File: config.mk
export PLATFORM = sky130hd
export DESIGN_NAME = bp_cache_ctrl_flat
export DESIGN_NICKNAME = d
export VERILOG_FILES = /design/src/rtl/bp_cache_ctrl_pkg.sv /design/src/rtl/bp_cache_ctrl_if.sv /design/src/rtl/bp_wbuf.sv /design/src/rtl/bp_cache_ctrl.sv /design/src/flat_wrapper.sv
export SDC_FILE = /design/constraint.sdc
export NUM_CORES = 1
export LEC_CHECK = 0
export CAP_MARGIN = 20
export CORE_MARGIN = 2
export CORE_UTILIZATION = 48
export CTS_CLUSTER_SIZE = 30
export DETAILED_ROUTE_END_ITERATION = 10
export PLACE_DENSITY = 0.77
export SLEW_MARGIN = 20
export SYNTH_ARGS = -nofsm -noshare
export SYNTH_HDL_FRONTEND = slang
export SYNTH_HIERARCHICAL = 1
export SYNTH_SLANG_ARGS = --single-unit
File: constraint.sdc
create_clock -name clk -period 3.32 [get_ports clk]
set_clock_uncertainty 0.05 [all_clocks]
set_input_delay 0.332 -clock clk [delete_from_list [all_inputs] [get_ports clk]]
set_output_delay 0.332 -clock clk [all_outputs]
set_load 0.02 [all_outputs]
File: src/rtl/bp_cache_ctrl_pkg.sv
// Shared constants, cache entry layout and FSM encoding for the branch-prediction cache controller.
package bp_cache_ctrl_pkg;

    localparam int unsigned IDX_W      = 11;
    localparam int unsigned PC_W       = 13;
    localparam int unsigned TAG_W      = PC_W - IDX_W;
    localparam int unsigned WBUF_DEPTH = 2;

    // Entry layout: {valid, tag, target}
    localparam int unsigned ENT_W   = 1 + TAG_W + PC_W;
    localparam int unsigned VLD_BIT = ENT_W - 1;
    localparam int unsigned TAG_HI  = ENT_W - 2;
    localparam int unsigned TAG_LO  = PC_W;
    localparam int unsigned TGT_HI  = PC_W - 1;
    localparam int unsigned TGT_LO  = 0;

    typedef logic [ENT_W-1:0] entry_t;

    typedef enum logic {
        ST_INIT = 1'b0,
        ST_RUN  = 1'b1
    } state_t;

    function automatic logic ent_vld(input entry_t e);
        return e[VLD_BIT];
    endfunction

    function automatic logic [TAG_W-1:0] ent_tag(input entry_t e);
        return e[TAG_HI:TAG_LO];
    endfunction

    function automatic logic [PC_W-1:0] ent_tgt(input entry_t e);
        return e[TGT_HI:TGT_LO];
    endfunction

endpackage

File: src/rtl/bp_cache_ctrl_if.sv
// Fetch, update and RAM signals of the branch-prediction cache controller.
// Statistics outputs exist only when BP_STATS_EN is defined.
interface bp_cache_ctrl_if;
    import bp_cache_ctrl_pkg::*;

    logic             f_req;
    logic [PC_W-1:0]  f_pc;
    logic             f_vld;
    logic             f_hit;
    logic [PC_W-1:0]  f_target;
    logic             f_stall;
    logic             u_wen;
    entry_t           u_data;
    logic [IDX_W-1:0] u_addr;
    logic             inv_all;
    logic             init_busy;
    logic [IDX_W-1:0] mem_addr;
    logic             mem_wen;
    entry_t           mem_wdata;
    entry_t           mem_rdata;
`ifdef BP_STATS_EN
    logic [31:0]      stat_lookups;
    logic [31:0]      stat_hits;
    logic [31:0]      stat_updates;
`endif

    modport slave (
        input  f_req, f_pc, u_wen, u_data, u_addr, inv_all, mem_rdata,
        output f_vld, f_hit, f_target, f_stall, init_busy, mem_addr, mem_wen, mem_wdata
`ifdef BP_STATS_EN
        , output stat_lookups, stat_hits, stat_updates
`endif
    );

    modport master (
        output f_req, f_pc, u_wen, u_data, u_addr, inv_all, mem_rdata,
        input  f_vld, f_hit, f_target, f_stall, init_busy, mem_addr, mem_wen, mem_wdata
`ifdef BP_STATS_EN
        , input stat_lookups, stat_hits, stat_updates
`endif
    );

endinterface

File: src/rtl/bp_wbuf.sv
// Coalescing FIFO of pending cache updates with an index-match forwarding port.
// Slot 0 is always the oldest entry; live entries are compacted below r_cnt.
module bp_wbuf
    import bp_cache_ctrl_pkg::*;
#(
    parameter int unsigned DEPTH = WBUF_DEPTH
) (
    input  logic             clk,
    input  logic             rst_n,
    input  logic             i_clr,
    input  logic             i_push,
    input  logic [IDX_W-1:0] i_push_idx,
    input  entry_t           i_push_data,
    input  logic             i_pop,
    input  logic [IDX_W-1:0] i_lk_idx,
    output logic             o_full,
    output logic             o_empty,
    output logic [IDX_W-1:0] o_head_idx,
    output entry_t           o_head_data,
    output logic             o_fwd_hit,
    output entry_t           o_fwd_data
);
    localparam int unsigned CNT_W  = $clog2(DEPTH + 1);
    localparam int unsigned SLOT_W = $clog2(DEPTH);

    logic [IDX_W-1:0]  r_idx  [DEPTH];
    entry_t            r_data [DEPTH];
    logic [CNT_W-1:0]  r_cnt;

    logic [IDX_W-1:0]  w_idx  [DEPTH];
    entry_t            w_data [DEPTH];
    logic [CNT_W-1:0]  w_cnt;
    logic              w_hit;
    logic [SLOT_W-1:0] w_slot;

    // Pop first, then match the push against the survivors, so an update to
    // the index being drained this cycle takes a fresh slot instead of being lost.
    always_comb begin
        w_idx  = r_idx;
        w_data = r_data;
        w_cnt  = r_cnt;
        w_hit  = 1'b0;
        w_slot = '0;
        if (i_pop && r_cnt != '0) begin
            for (int unsigned i = 0; i < DEPTH - 1; i++) begin
                w_idx[i]  = r_idx[i+1];
                w_data[i] = r_data[i+1];
            end
            w_cnt = r_cnt - 1'b1;
        end
        if (i_push) begin
            for (int unsigned i = 0; i < DEPTH; i++) begin
                if (w_cnt > CNT_W'(i) && w_idx[i] == i_push_idx) begin
                    w_hit  = 1'b1;
                    w_slot = SLOT_W'(i);
                end
            end
            if (w_hit) begin
                w_data[w_slot] = i_push_data;
            end else if (w_cnt < CNT_W'(DEPTH)) begin
                w_idx[w_cnt[SLOT_W-1:0]]  = i_push_idx;
                w_data[w_cnt[SLOT_W-1:0]] = i_push_data;
                w_cnt = w_cnt + 1'b1;
            end
        end
    end

    always_ff @(posedge clk) begin
        if (!rst_n || i_clr) begin
            r_cnt <= '0;
        end else begin
            r_cnt <= w_cnt;
        end
        r_idx  <= w_idx;
        r_data <= w_data;
    end

    always_comb begin
        o_fwd_hit  = 1'b0;
        o_fwd_data = '0;
        for (int unsigned i = 0; i < DEPTH; i++) begin
            if (r_cnt > CNT_W'(i) && r_idx[i] == i_lk_idx) begin
                o_fwd_hit  = 1'b1;
                o_fwd_data = r_data[i];
            end
        end
    end

    assign o_full      = (r_cnt == CNT_W'(DEPTH));
    assign o_empty     = (r_cnt == '0);
    assign o_head_idx  = r_idx[0];
    assign o_head_data = r_data[0];

endmodule

File: src/rtl/bp_cache_ctrl.sv
// Branch-prediction cache controller: RAM clearing, fetch/update arbitration, update forwarding.
// Define BP_STATS_EN to add saturating lookup/hit/update counters.
module bp_cache_ctrl
    import bp_cache_ctrl_pkg::*;
(
    input  logic           clk,
    input  logic           rst_n,
    bp_cache_ctrl_if.slave bus
);
    state_t           r_state;
    state_t           w_next;
    logic [IDX_W-1:0] r_cnt;

    logic             r_lk_vld;
    logic [TAG_W-1:0] r_lk_tag;
    logic             r_fwd_vld;
    entry_t           r_fwd_data;

    logic             w_full;
    logic             w_empty;
    logic             w_push;
    logic             w_pop;
    logic             w_accept;
    logic             w_fwd_hit;
    logic [IDX_W-1:0] w_head_idx;
    entry_t           w_head_data;
    entry_t           w_fwd_data;
    entry_t           w_ent;

    assign w_push = (r_state == ST_RUN) && !bus.inv_all && bus.u_wen && ent_vld(bus.u_data);

    always_ff @(posedge clk) begin
        if (!rst_n) begin
            r_state <= ST_INIT;
            r_cnt   <= '0;
        end else begin
            r_state <= w_next;
            if (bus.inv_all) begin
                r_cnt <= '0;
            end else if (r_state == ST_INIT) begin
                r_cnt <= r_cnt + 1'b1;
            end
        end
    end

    always_comb begin
        w_next = r_state;
        case (r_state)
            ST_INIT: if (r_cnt == '1) w_next = ST_RUN;
            ST_RUN:  w_next = ST_RUN;
            default: w_next = ST_INIT;
        endcase
        if (bus.inv_all) w_next = ST_INIT;
    end

    // A full buffer always wins the port so an enqueue can never find it full.
    always_comb begin
        w_pop         = 1'b0;
        w_accept      = 1'b0;
        bus.f_stall   = 1'b1;
        bus.init_busy = 1'b1;
        bus.mem_wen   = 1'b0;
        bus.mem_addr  = bus.f_pc[IDX_W-1:0];
        bus.mem_wdata = '0;
        case (r_state)
            ST_INIT: begin
                bus.mem_wen  = rst_n;
                bus.mem_addr = r_cnt;
            end
            ST_RUN: begin
                bus.init_busy = 1'b0;
                if (w_full) begin
                    w_pop = 1'b1;
                end else if (bus.f_req && !bus.inv_all) begin
                    w_accept    = 1'b1;
                    bus.f_stall = 1'b0;
                end else if (!w_empty) begin
                    w_pop = 1'b1;
                end
                if (w_pop) begin
                    bus.mem_wen   = 1'b1;
                    bus.mem_addr  = w_head_idx;
                    bus.mem_wdata = w_head_data;
                end
            end
            default: ;
        endcase
    end

    bp_wbuf #(
        .DEPTH(WBUF_DEPTH)
    ) u_wbuf (
        .clk         (clk),
        .rst_n       (rst_n),
        .i_clr       (bus.inv_all),
        .i_push      (w_push),
        .i_push_idx  (bus.u_addr),
        .i_push_data (bus.u_data),
        .i_pop       (w_pop),
        .i_lk_idx    (bus.f_pc[IDX_W-1:0]),
        .o_full      (w_full),
        .o_empty     (w_empty),
        .o_head_idx  (w_head_idx),
        .o_head_data (w_head_data),
        .o_fwd_hit   (w_fwd_hit),
        .o_fwd_data  (w_fwd_data)
    );

    always_ff @(posedge clk) begin
        if (!rst_n) begin
            r_lk_vld   <= 1'b0;
            r_lk_tag   <= '0;
            r_fwd_vld  <= 1'b0;
            r_fwd_data <= '0;
        end else begin
            r_lk_vld <= w_accept;
            if (w_accept) begin
                r_lk_tag   <= bus.f_pc[PC_W-1:IDX_W];
                r_fwd_vld  <= w_fwd_hit;
                r_fwd_data <= w_fwd_data;
            end
        end
    end

    assign w_ent        = r_fwd_vld ? r_fwd_data : bus.mem_rdata;
    assign bus.f_vld    = r_lk_vld;
    assign bus.f_hit    = r_lk_vld && ent_vld(w_ent) && (ent_tag(w_ent) == r_lk_tag);
    assign bus.f_target = r_lk_vld ? ent_tgt(w_ent) : '0;

`ifdef BP_STATS_EN
    logic [31:0] r_stat_lookups;
    logic [31:0] r_stat_hits;
    logic [31:0] r_stat_updates;

    always_ff @(posedge clk) begin
        if (!rst_n || bus.inv_all) begin
            r_stat_lookups <= '0;
            r_stat_hits    <= '0;
            r_stat_updates <= '0;
        end else begin
            if (bus.f_vld && r_stat_lookups != '1) r_stat_lookups <= r_stat_lookups + 1'b1;
            if (bus.f_hit && r_stat_hits != '1)    r_stat_hits    <= r_stat_hits + 1'b1;
            if (w_push && r_stat_updates != '1)    r_stat_updates <= r_stat_updates + 1'b1;
        end
    end

    assign bus.stat_lookups = r_stat_lookups;
    assign bus.stat_hits    = r_stat_hits;
    assign bus.stat_updates = r_stat_updates;
`endif

endmodule

File: src/flat_wrapper.sv
// flat-port wrapper written by rule: the top's interface ports become plain ports
module bp_cache_ctrl_flat import bp_cache_ctrl_pkg::*;
  (clk, rst_n, bus_f_req, bus_f_pc, bus_u_wen, bus_u_data, bus_u_addr, bus_inv_all, bus_mem_rdata, bus_f_vld, bus_f_hit, bus_f_target, bus_f_stall, bus_init_busy, bus_mem_addr, bus_mem_wen, bus_mem_wdata);
  bp_cache_ctrl_if bus_i ();
  input  logic clk;
  input  logic rst_n;
  input wire logic [$bits(bus_i.f_req)-1:0] bus_f_req;
  input wire logic [$bits(bus_i.f_pc)-1:0] bus_f_pc;
  input wire logic [$bits(bus_i.u_wen)-1:0] bus_u_wen;
  input wire logic [$bits(bus_i.u_data)-1:0] bus_u_data;
  input wire logic [$bits(bus_i.u_addr)-1:0] bus_u_addr;
  input wire logic [$bits(bus_i.inv_all)-1:0] bus_inv_all;
  input wire logic [$bits(bus_i.mem_rdata)-1:0] bus_mem_rdata;
  output wire logic [$bits(bus_i.f_vld)-1:0] bus_f_vld;
  output wire logic [$bits(bus_i.f_hit)-1:0] bus_f_hit;
  output wire logic [$bits(bus_i.f_target)-1:0] bus_f_target;
  output wire logic [$bits(bus_i.f_stall)-1:0] bus_f_stall;
  output wire logic [$bits(bus_i.init_busy)-1:0] bus_init_busy;
  output wire logic [$bits(bus_i.mem_addr)-1:0] bus_mem_addr;
  output wire logic [$bits(bus_i.mem_wen)-1:0] bus_mem_wen;
  output wire logic [$bits(bus_i.mem_wdata)-1:0] bus_mem_wdata;
  assign bus_i.f_req = bus_f_req;
  assign bus_i.f_pc = bus_f_pc;
  assign bus_i.u_wen = bus_u_wen;
  assign bus_i.u_data = bus_u_data;
  assign bus_i.u_addr = bus_u_addr;
  assign bus_i.inv_all = bus_inv_all;
  assign bus_i.mem_rdata = bus_mem_rdata;
  assign bus_f_vld = bus_i.f_vld;
  assign bus_f_hit = bus_i.f_hit;
  assign bus_f_target = bus_i.f_target;
  assign bus_f_stall = bus_i.f_stall;
  assign bus_init_busy = bus_i.init_busy;
  assign bus_mem_addr = bus_i.mem_addr;
  assign bus_mem_wen = bus_i.mem_wen;
  assign bus_mem_wdata = bus_i.mem_wdata;
  bp_cache_ctrl u_core (.clk(clk), .rst_n(rst_n), .bus(bus_i));
endmodule
==> results.toml <==
[global_routing]
grt_util_met3_pct = 4.02
met2_usage_pct = 36.3
grt-ovfl-total = 0
grtUsageTotal_pct = 23.0
antenna_found_initial = 0
grt_start_max_net_pins = 60
grt_pass1_wl_mm = 23.6
met1_usage_pct = 32.3
grt_busiest_layer = "met2"
grt_pass1_vias = 4614

[sta]
holdWs_ps = 418
setup-violations-final = 0
report.final.slew_viol_count = 0
grt_setup_unrepaired = "true"
clock.fmax_ghz = 0.320
slew_headroom_pct = 42.4
hold_viol = 0
layout_min_cycle_time_ps = 3130
worstMarginPinSlew_ps = 861
worst_slack_ps = 193
finalCritPeriodShare_pct = 94.2

[clock_tree]
cts_made_buffers = 9
htreeDepth = 3
cts_max_path_buffers = 2
cts_sinks = 88
postCtsHoldBufs = 0
cts_setup_buffers = 0
cts-resized-gates = 0
cts_tree = "built"
cts_root_buffer = "clkbuf_16"
clkTransAtPathRegs_ps = 70
insertion_delay_ps = 340

[worst_setup_path]
critPathArrivalTime_ps = 3170
reg2reg_slack_ps = 190
timing.rr.start = "u_core/u_wbuf/r_cnt[1]"
crit_path_start = "u_core/u_wbuf/r_cnt[1]"
cp_max_fo = 16
crit_required_ps = 3360
r2r_cells = 12
endpoint_kind = "register"
startpoint_type = "register"
critPathKind = "reg2reg"

[die]
ios = 106
die-area_um2 = 12700
die_w_um = 113
start_util_pct = 49.5
die_h_um = 113
num_rows = 39
core_area_um2 = 11500

[synth]
yosysTopAreaCellShare_pct = 21.5
yosysMostFrequentCell = "nand2_1"
synth_commonest_cells = "nand2_1, dfxtp_1, inv_1"
synth_flop_cell = "dfxtp_1"
synth.largest_area_cell = "dfxtp_1"
syn_nets = 709
synth_cell_types = 64
ys_top_cells_by_area = "dfxtp_1, edfxtp_1, nand2_1"
synth-seq-area-share_pct = 35.8
async_flop_share_pct = 0
syn_area_per_cell_um2 = 8.83
syn_area_um2 = 5670
synth_edf_count = 27
syn-instance-count = 642
yosysWarnings = 6
ys_ff_latch = 88

[layout]
fillers = 964
antenna_cells = 0
final_cells = 866
drive_gt1_share_pct = 11.8
layout.nets = 785
area_growth_syn_to_layout_pct = 23.7

[run_status]
status = "completed"

[place]
gp_congestion = 0.924
post-place-ws_ps = -217
port_buffers = 105
placedCellCount = 850
dp.final_hpwl_mm = 11.4

[pwr]
p_leak_nw = 2.71
power.density_nw_per_um2 = 334
max-vdd-ir-drop_uv = 252
power_mw = 2.35

[drt]
dr.pass1.iters = 7
wire_per_inst_um = 17.2
drt_wl_total_mm = 14.9
dr.first_iter.drc_count = 466
drc = 0
routed_via_density = 5.70
antenna_left = 0
vias = 4940

[flow_run]
drv_cap = 0

[worst_hold_path]
worstHoldPathType = "reg2reg"
==> routing by layer <==
metal  vias up  wire length (µm)
met5         -                 0
met4         0               189
met3        17              1220
met2       228              6970
met1      2319              6560
li1       2376                 -
==> per-stage QoR <==
step	util, %	instance area [µm²]	setup TNS, ps
after global placement	58.4	6690	-1490
after detailed placement	58.4	6690	-9480
after CTS	61.1	7010	0
after floorplan	-	5690	0
final	61.2	7020	0
after global routing	61.2	7020	-762
==> cell usage in the layout, fill, tap and decap left out, types with 15 or more instances in the layout <==
cell | synthesis | routed
a21boi_0 | 19 | 19
a22o_1 | 16 | 16
and3_1 | 16 | 16
buf_4 | 30 | 24
clkdlybuf4s50_1 | 0 | 105
dfxtp_1 | 61 | 61
edfxtp_1 | 27 | 27
inv_1 | 44 | 44
mux2_4 | 15 | 15
mux2i_1 | 23 | 23
nand2_1 | 98 | 98
nand3_1 | 24 | 24
nor2b_1 | 17 | 16
o21ai_0 | 37 | 37
xnor2_1 | 24 | 24
xor2_1 | 18 | 18
==> where the power goes <==
part	total [mW]	switching [mW]	internal (mW)
Clock	1.07	0.433	0.635
Sequential	1.11	0.00201	1.10
Combinational	0.172	0.0734	0.0984
==> cell families after synthesis <==
logic type / count (synthesis) / share of synthesized area [%]
adder cells (fa/ha/maj): 6 / 1.32
flip-flops: 88 / 35.8
multiplexers: 46 / 9.62
buffers and inverters: 108 / 9.95
XOR/XNOR: 42 / 6.49
AO/OA/AOI/OAI: 132 / 16.5
AND/OR/NAND/NOR: 220 / 20.3
==> how the worst min path moves through the flow <==
stage | startpoint | to | slack [ps] | depth (start not counted)
detailed placement | u_core/r_fwd_data[0] | u_core/r_fwd_data[0] | 410 | 2
CTS | u_core/r_fwd_data[0] | u_core/r_fwd_data[0] | 420 | 2
global route | u_core/r_fwd_data[11] | u_core/r_fwd_data[11] | 440 | 2
finish | u_core/r_fwd_data[0] | u_core/r_fwd_data[0] | 420 | 2
global placement | u_core/r_fwd_data[4] | u_core/r_fwd_data[4] | 410 | 2
floorplan | bus_u_addr[0] | register | 380 | 0
==> cell type report <==
| class | count | area [µm²] | share of cell area [%] |
|---|---|---|---|
| clock buffer | 11 | 254 | 3.62 |
| clock inverter | 5 | 61.3 | 0.874 |
| inverter | 44 | 165 | 2.35 |
| multi-input combinational | 446 | 3090 | 44.1 |
| sequential | 88 | 2030 | 29.0 |
| tap | 143 | 179 | 2.55 |
| timing repair buffer | 129 | 1230 | 17.5 |
==> worst max-delay path: stages, from the launching register on <==
cell and delay [ps]:
dfxtp_1 380, inv_1 100, ha_2 180, o21a_1 200, nor2_2 120, nor2b_2 250, o21ai_1 140, ha_1 240
a211oi_1 180, nand2_1 140, nor3_4 300, o21ai_2 260, a22o_1 320
No activity file was read; power rests on OpenSTA's default activity.
